$ cat src/rtl/operand_loader_pkg.sv
// Shared definitions for the operand loader.
//   state_t   : loader FSM state encoding (2'b11 is illegal, recovers to IDLE)
//   OPERAND_W : default operand width
//   timer_w() : timer width needed to count up to a given timeout value
package operand_pkg;

  localparam int OPERAND_W = 8;

  typedef enum logic [1:0] {
    IDLE   = 2'b00,
    HAVE_A = 2'b01,
    FULL   = 2'b10
  } state_t;

  // A disabled timeout (0) still gets a 1-bit timer so no zero-width vectors appear.
  function automatic int timer_w(input int timeout);
    return (timeout < 1) ? 1 : $clog2(timeout + 1);
  endfunction

endpackage

$ cat src/rtl/operand_loader_timeout_ctr.sv
// Idle-cycle timer for a half-loaded operand pair.
// Ports:
//   i_clk, i_rst : clock, async active-high reset
//   i_clear      : force the timer back to zero
//   i_enable     : one idle cycle has elapsed while waiting for operand B
//   o_expire     : combinational pulse on the idle cycle where the limit is reached
module op_timeout_ctr
  import operand_pkg::*;
#(
  parameter int TIMEOUT = 16
) (
  input  logic i_clk,
  input  logic i_rst,
  input  logic i_clear,
  input  logic i_enable,
  output logic o_expire
);

  localparam int TW = timer_w(TIMEOUT);

  logic [TW-1:0] r_timer;
  logic          w_at_limit;

  // TIMEOUT = 0 disables the limit entirely, so the timer never moves.
  assign w_at_limit = (TIMEOUT != 0) && (r_timer == TW'(TIMEOUT - 1));
  assign o_expire   = i_enable && w_at_limit;

  always_ff @(posedge i_clk or posedge i_rst) begin
    if (i_rst) begin
      r_timer <= '0;
    end else if (i_clear) begin
      r_timer <= '0;
    end else if (i_enable && !w_at_limit && (TIMEOUT != 0)) begin
      r_timer <= r_timer + 1'b1;
    end
  end

endmodule

$ cat src/rtl/operand_loader.sv
// Two-beat operand loader in front of the adder/logic datapath.
// Beat 1 on i_in_data becomes operand A, beat 2 becomes operand B; the pair
// is then held on o_op_a/o_op_b with o_out_valid until i_out_ready.
// Ports:
//   i_clk, i_rst           : clock, async active-high reset
//   i_flush                : synchronous abort of any partial or held pair
//   i_in_valid, i_in_data  : upstream beat; o_in_ready is the accept signal
//   o_out_valid, i_out_ready, o_op_a, o_op_b : downstream pair handshake
//   o_timeout_err          : one-cycle pulse when a half pair is dropped
//   o_pair_cnt             : pairs handed off, wrapping
//
// state  | meaning
// IDLE   | waiting for operand A
// HAVE_A | A captured, waiting for operand B (timer running)
// FULL   | complete pair presented downstream, no beats accepted
module operand_loader
  import operand_pkg::*;
#(
  parameter int WIDTH   = OPERAND_W,
  parameter int TIMEOUT = 16,
  parameter int CNT_W   = 8
) (
  input  logic             i_clk,
  input  logic             i_rst,
  input  logic             i_flush,
  input  logic             i_in_valid,
  input  logic [WIDTH-1:0] i_in_data,
  output logic             o_in_ready,
  output logic             o_out_valid,
  input  logic             i_out_ready,
  output logic [WIDTH-1:0] o_op_a,
  output logic [WIDTH-1:0] o_op_b,
  output logic             o_timeout_err,
  output logic [CNT_W-1:0] o_pair_cnt
);

  state_t           r_state;
  logic [WIDTH-1:0] r_op_a;
  logic [WIDTH-1:0] r_op_b;
  logic             r_out_valid;
  logic             r_timeout_err;
  logic [CNT_W-1:0] r_pair_cnt;

  logic w_tmo_clear;
  logic w_tmo_enable;
  logic w_tmo_expire;

  // Illegal encoding 2'b11 also refuses beats; it falls back to IDLE next edge.
  assign o_in_ready = ((r_state == IDLE) || (r_state == HAVE_A)) && !i_flush;

  assign w_tmo_clear  = (r_state != HAVE_A) || i_flush;
  assign w_tmo_enable = (r_state == HAVE_A) && !i_in_valid && !i_flush;

  op_timeout_ctr #(
    .TIMEOUT (TIMEOUT)
  ) u_timeout (
    .i_clk    (i_clk),
    .i_rst    (i_rst),
    .i_clear  (w_tmo_clear),
    .i_enable (w_tmo_enable),
    .o_expire (w_tmo_expire)
  );

  always_ff @(posedge i_clk or posedge i_rst) begin
    if (i_rst) begin
      r_state       <= IDLE;
      r_op_a        <= '0;
      r_op_b        <= '0;
      r_out_valid   <= 1'b0;
      r_timeout_err <= 1'b0;
      r_pair_cnt    <= '0;
    end else begin
      r_timeout_err <= 1'b0;
      if (i_flush) begin
        // Flush beats a same-cycle handoff: the pair is discarded, not counted.
        r_state     <= IDLE;
        r_op_a      <= '0;
        r_op_b      <= '0;
        r_out_valid <= 1'b0;
      end else begin
        case (r_state)
          IDLE: begin
            if (i_in_valid) begin
              r_op_a  <= i_in_data;
              r_state <= HAVE_A;
            end
          end
          HAVE_A: begin
            // A B beat on the expiry cycle completes the pair instead of timing out.
            if (i_in_valid) begin
              r_op_b      <= i_in_data;
              r_out_valid <= 1'b1;
              r_state     <= FULL;
            end else if (w_tmo_expire) begin
              r_timeout_err <= 1'b1;
              r_state       <= IDLE;
            end
          end
          FULL: begin
            if (i_out_ready) begin
              r_out_valid <= 1'b0;
              r_pair_cnt  <= r_pair_cnt + 1'b1;
              r_state     <= IDLE;
            end
          end
          default: begin
            r_out_valid <= 1'b0;
            r_state     <= IDLE;
          end
        endcase
      end
    end
  end

  assign o_op_a        = r_op_a;
  assign o_op_b        = r_op_b;
  assign o_out_valid   = r_out_valid;
  assign o_timeout_err = r_timeout_err;
  assign o_pair_cnt    = r_pair_cnt;

endmodule

$ cat config.mk
export PLATFORM = sky130hd
export DESIGN_NAME = operand_loader
export DESIGN_NICKNAME = d
export VERILOG_FILES = /design/src/rtl/operand_loader_pkg.sv /design/src/rtl/operand_loader_timeout_ctr.sv /design/src/rtl/operand_loader.sv
export SDC_FILE = /design/constraint.sdc
export NUM_CORES = 1
export LEC_CHECK = 0
export ABC_AREA = 1
export CAP_MARGIN = 20
export CORE_AREA = 2 2 61 63
export DETAILED_ROUTE_END_ITERATION = 12
export DIE_AREA = 0 0 63 65
export MAX_ROUTING_LAYER = met4
export PLACE_DENSITY = 0.75
export SETUP_SLACK_MARGIN = 0.05
export SLEW_MARGIN = 25
export SYNTH_ARGS = -nofsm -noshare
export SYNTH_HDL_FRONTEND = slang
export SYNTH_SLANG_ARGS = --single-unit
$ cat constraint.sdc
create_clock -name i_clk -period 1.7 [get_ports i_clk]
set_clock_uncertainty 0.15 [all_clocks]
set_input_delay 0.255 -clock i_clk [delete_from_list [all_inputs] [get_ports i_clk]]
set_output_delay 0.255 -clock i_clk [all_outputs]
set_load 0.03 [all_outputs]
== Word level (Yosys, flattened, before mapping) ==
Index checks and enable logic that the tools add are counted.

* Logic and storage cells: 60
* Flip-flop bits (word level): 33
* Output and inout port bits: 27
* Bits of input ports: 13

* Mux-type cells: 21
* Add/subtract/negate cells: 2
* Bitwise logic cells: 1
* Reductions and logical operators: 20
* Eq/ne operators: 9

{| class="wikitable"
|+ Operator list
! kind !! count
|-
| $mux 8 || 5
|-
| $mux 2 || 5
|-
| $mux 5 || 2
|-
| $ne 3x3->1 const B || 3
|-
| $reduce_and 3->1 || 3
|-
| $add 8x1->8 const B || 1
|-
| $reduce_bool 2->1 || 4
|-
| $mux 1 || 7
|-
| $pmux 2 s3 || 1
|-
| $add 5x1->5 const B || 1
|-
| $eq 5x4->1 const B || 1
|-
| $logic_and 1x1->1 || 5
|-
| $ne 4x3->1 const B || 1
|-
| $reduce_and 2->1 || 2
|-
| $logic_not 1->1 || 3
|-
| $pmux 1 s3 || 1
|-
| $eq 2x1->1 const B || 1
|-
| $eq 2x2->1 const B || 1
|-
| $logic_not 2->1 || 1
|-
| $logic_or 1x1->1 || 2
|-
| $ne 2x1->1 const B || 1
|-
| $ne 2x2->1 const B || 1
|-
| $not 1->1 || 1
|}

== Depth between registers and ports, before layout ==
* Depth after elaboration: 8
* Gate-level depth with buffers: 8
* Mapped depth without buffers: 8

== Modules after synthesis ==
From an unflattened synthesis, not the netlist that was laid out.

* Cells, all modules: 184
* Area total of the unflattened synthesis: 1529.0 um2

{| class="wikitable"
|+ By module, submodules not included
! module !! instances !! cells an instance !! seq. area each (um2) !! area an instance (um2)
|-
| operand_loader || 1 || 145 || 700.7 || 1247.4
|-
| op_timeout_ctr || 1 || 39 || 125.1 || 281.5
|}

== Worst setup path before layout ==
Ideal clock, no wire load.

* Path kind: register to register
* Start point: register u_timeout.r_timer[0]
* End point: register u_timeout.r_timer[0]
* Clock period less this slack: 1.474 ns
* Cell stages (with the launch flop): 9
* Library setup time: 0.123 ns
* Path slack: 0.226 ns
* Path buffers: 0
* Data arrival time: 1.201 ns
* Required time: 1.427 ns
* Cell sequence: dfrtp_1 > ha_1 > nand2_1 > nor2_1 > ha_1 > inv_1 > nand2_4 > nand3_1 > o21ai_1

* Word-level cells in the longest chain between the ends: 4
* Elaborated cells between the ends (all ways): 7
* Classes of those cells: 1 x add/sub; 1 x eq/ne; 2 x mux; 3 x reduce/logical

{| class="wikitable"
|+ Ends and longest elaborated chain
! element !! line !! source
|-
| start: declaration || operand_loader_timeout_ctr.sv:21 || <nowiki>logic [TW-1:0] r_timer;</nowiki>
|-
| start signal: assignment || operand_loader_timeout_ctr.sv:34 || <nowiki>r_timer <= r_timer + 1'b1;</nowiki>
|-
| branches (longest 4 deep; another with $add 5x1->5) || -- ||
|}

Several ways; the timed one is not identified. The select of a mux whose other input is x is not followed.
A chain may end at the register's enable or synchronous reset.

== Final worst setup path ==
* Start point: register r_pair_cnt[6] (netlist: o_pair_cnt[6])
* End point: output o_pair_cnt[6]

{| class="wikitable"
|+ RTL lines
! element !! line !! source
|-
| start: declaration || operand_loader.sv:42 || <nowiki>logic [CNT_W-1:0] r_pair_cnt;</nowiki>
|-
| start signal: assignment || operand_loader.sv:102 || <nowiki>r_pair_cnt <= r_pair_cnt + 1'b1;</nowiki>
|-
| end: declaration || operand_loader.sv:34 || <nowiki>output logic [CNT_W-1:0] o_pair_cnt</nowiki>
|}

No word-level cell between the ends.

==> results.md <==
* Run status: completed
* Via count at 1377
* Final period util at 0.929
* CP Class: reg -> out
* Cell family with most CP delay: flip-flops
* Core Region at 3500 µm²
* Crit-path max FO at 5
* Grt ovf at 0
* Total Die Area at 4100 µm²
* Cell area after synthesis at 1560 µm²
* Dominant cell by count in the synthesized netlist: nand2_1
* First-pass GRT wire length at 5750 µm
* Fill count at 321
* Ant. Diodes at 0
* Synth warn at 0
* Number of flops mapped to enable cells by yosys at 0
* CTS tree: built
* Total Power at ~1.7 mW
* Max VDD drop at 0.529 mV
* # hold bufs at CTS at 0
* Worst setup EP type: primary output
* CP Data Required Time at between 1 and 1.5 ns
* Compound-gate portion of the synthesized area at 0.0658
* Hold/Removal Path Class: in -> async
* CTS root buf: clkbuf_4
* #FFs+latches synth at 33
* Most frequent cells after synthesis: 43 x nand2_1, 33 x dfrtp_1, 27 x nand3_1
* Dpl cell area at 2040 µm²
* Htree depth at 2
* Bufs and invs on worst path at 1
* Fin nets at 246
* Vias in the first global route at 1289
* Startpoint types: register
* Final HPWL DP at around 2400 µm
* Horiz. Die Dim at 63 µm
* DR pass1 iterations at 4
* FF-to-FF setup slack at 0.14 ns
* Largest stage delay, worst path at 0.44 ns
* Fmax achieved at 0.633 GHz
* Post-Synth Simple-Gate Area at 0.290
* Clk buf depth at 2
* Leakage at 1.14 nW
* Final Max Tran Viols at 0
* Placer congestion estimate at 0.798
* Clock slew at reported path FFs at 0.11 ns
* Vias per cell at 4.94
* Area delta synth->final at 33.1%
* # IOs at 40
* Power Internal at 1.11 mW
* Adder-Cell Fraction of Synth Area at 0.0241
* Post-Synth XOR/XNOR Area at 0.0225
* Pwr Density at 803 nW/µm²
* Setup violators final at 0
* Tightest Pin Transition at 0.411 ns
* Critical-path cell list: clkdlybuf4s15_1
* Drc violations at 0
* Psw at 0.553 mW
* Share of layout cells above drive strength 1 at 0.126
* Routed len/inst at roughly 12 µm
* Number of DRC markers in iteration 0 at 76
* Syn_nets at 196
* Async SR Flop Fraction at 1.00
* Cells after synthesis at 180
* Worst skew pair latency at 0.34 ns
* Initial antenna violation count at 0
* Largest net degree at the start of global routing at 34
* Fin. Hold Viols at 0
* Reg2reg start: u_timeout.r_timer[0]
* Area contributors post-synth: dfrtp_1 53%, nand2_1 10%, nand3_1 8.7%, inv_1 5.8%, o21ai_0 4.8%
* R2r endpoint: u_timeout.r_timer[4]
* Crit path time final at between 1.5 and 2 ns
* Total negative slack at 0 ns
* Sequential share of power at 0.527
* Clock tree sinks at 33
* RSZ-0062 raised after global routing: no
* Post-route cell area at between 2000 and 2500 µm²
* WP data arrival at around 1.2 ns
* Main flop type after synthesis: dfrtp_1
* Synth unique cells at 21
* Gr usage total at 0.191
* Max-cap viol count at 0
* # rows at 22
* Relative slew slack at 0.726
* Syn avg cell area at 8.67 µm²
* Cts bufs inserted at 5
* Seq/Total Area, Yosys at 0.529
* PortBufs at 39
* Logic pwr share at 0.211
* DIE HEIGHT at 65 µm
* Routed wire length at 3300 µm
* Net Sw Frac at 0.332
* Starting Density at 0.446
* Clk pwr share at 0.262
* CP max-delay cell: dfrtp_1
* Largest area contributor in the netlist: dfrtp_1
* Area fraction of the dominant cell type after synthesis at 0.529
* Multiplexer area fraction after synthesis at 0
* Main combinational cell family by area after synthesis: simple AND/OR/NAND/NOR gates
* Util after Layout at 0.594
* Routed Antenna Nets at 0
* Reg2Reg Depth at 8
==> kinds of logic (layout without fill, tap and decap cells) <==
logic type | Yosys count | after routing
XOR/XNOR | 4 | 4
adder cells (fa/ha/maj) | 3 | 3
AO/OA/AOI/OAI | 20 | 20
buffers and inverters | 27 | 78
AND/OR/NAND/NOR | 93 | 93
flip-flops | 33 | 33
==> layout by cell type, fill, tap and decap left out, drive strengths merged <==
cell type	count
nor2	15
clkdlybuf4s15	7
clkdlybuf4s50	12
clkinvlp	1
dlygate4sd2	19
ha	3
o31ai	1
clkbuf	5
nand3	27
xnor2	2
nand2	49
dfrtp	33
clkinv	2
nand4	1
nor3	1
inv	25
o21ai	19
buf	7
xor2	2
==> sequential cells by signal (all words and copies together) (netlist names) <==
name and cells:
r_state 2, o_op_b 8, o_out_valid 1, o_op_a 8
u_timeout.r_timer 5, o_pair_cnt 8, o_timeout_err 1
==> cell type report <==
cell class	instances	area [µm²]	share of cell area
clock inverter	3	17.5	0.00843
inverter	25	96.3	0.0464
sequential	33	826	0.398
tap	48	60.1	0.0289
timing repair buffer	45	409	0.197
multi-input combinational	120	631	0.304
clock buffer	5	37.5	0.0181
==> routing by layer <==
metal	track usage	vias up	share of wire
met1	0.229	656	0.45
met2	0.302	35	0.48
met5	-	-	0
met3	0.0399	7	0.041
li1	-	679	-
met4	0.108	0	0.024
==> power by group through the flow <==
stage          registers [mW]  clock network, mW  logic, mW
6_report                0.879              0.437      0.352
4_1_cts                 0.881              0.458      0.352
5_1_grt                 0.888              0.487      0.389
2_1_floorplan           0.984                  0      0.123
3_3_place_gp            0.897                  0      0.379
3_5_place_dp            0.898                  0      0.383
==> worst max-delay path by stage <==
stage	startpoint	to	slack [ns]	cells after the start
after global placement	i_flush	o_op_a[2]	0.06	5
after global routing	o_pair_cnt[6]	o_pair_cnt[6]	0.05	1
after CTS	o_pair_cnt[2]	o_pair_cnt[2]	0.07	1
after detailed placement	i_flush	o_op_a[6]	-0.02	5
after floorplan	u_timeout.r_timer[0]	u_timeout.r_timer[0]	0.23	8
final	o_pair_cnt[6]	o_pair_cnt[6]	0.12	1
==> per-stage QoR <==
stage                     std cells  worst slack (ns)  hold slack [ns]
after floorplan                 180             0.226            0.204
after global placement          270            0.0568            0.315
after detailed placement        270           -0.0154            0.318
after CTS                       278            0.0678            0.141
after global routing            279            0.0512            0.196
final                           279             0.121            0.141
==> what timing repair did <==
item / in CTS / in global routing
gates resized for setup: 26 / 9
setup buffers: 0 / 1
setup endpoints to repair: 26 / 12
No activity file was read; power rests on OpenSTA's default activity.
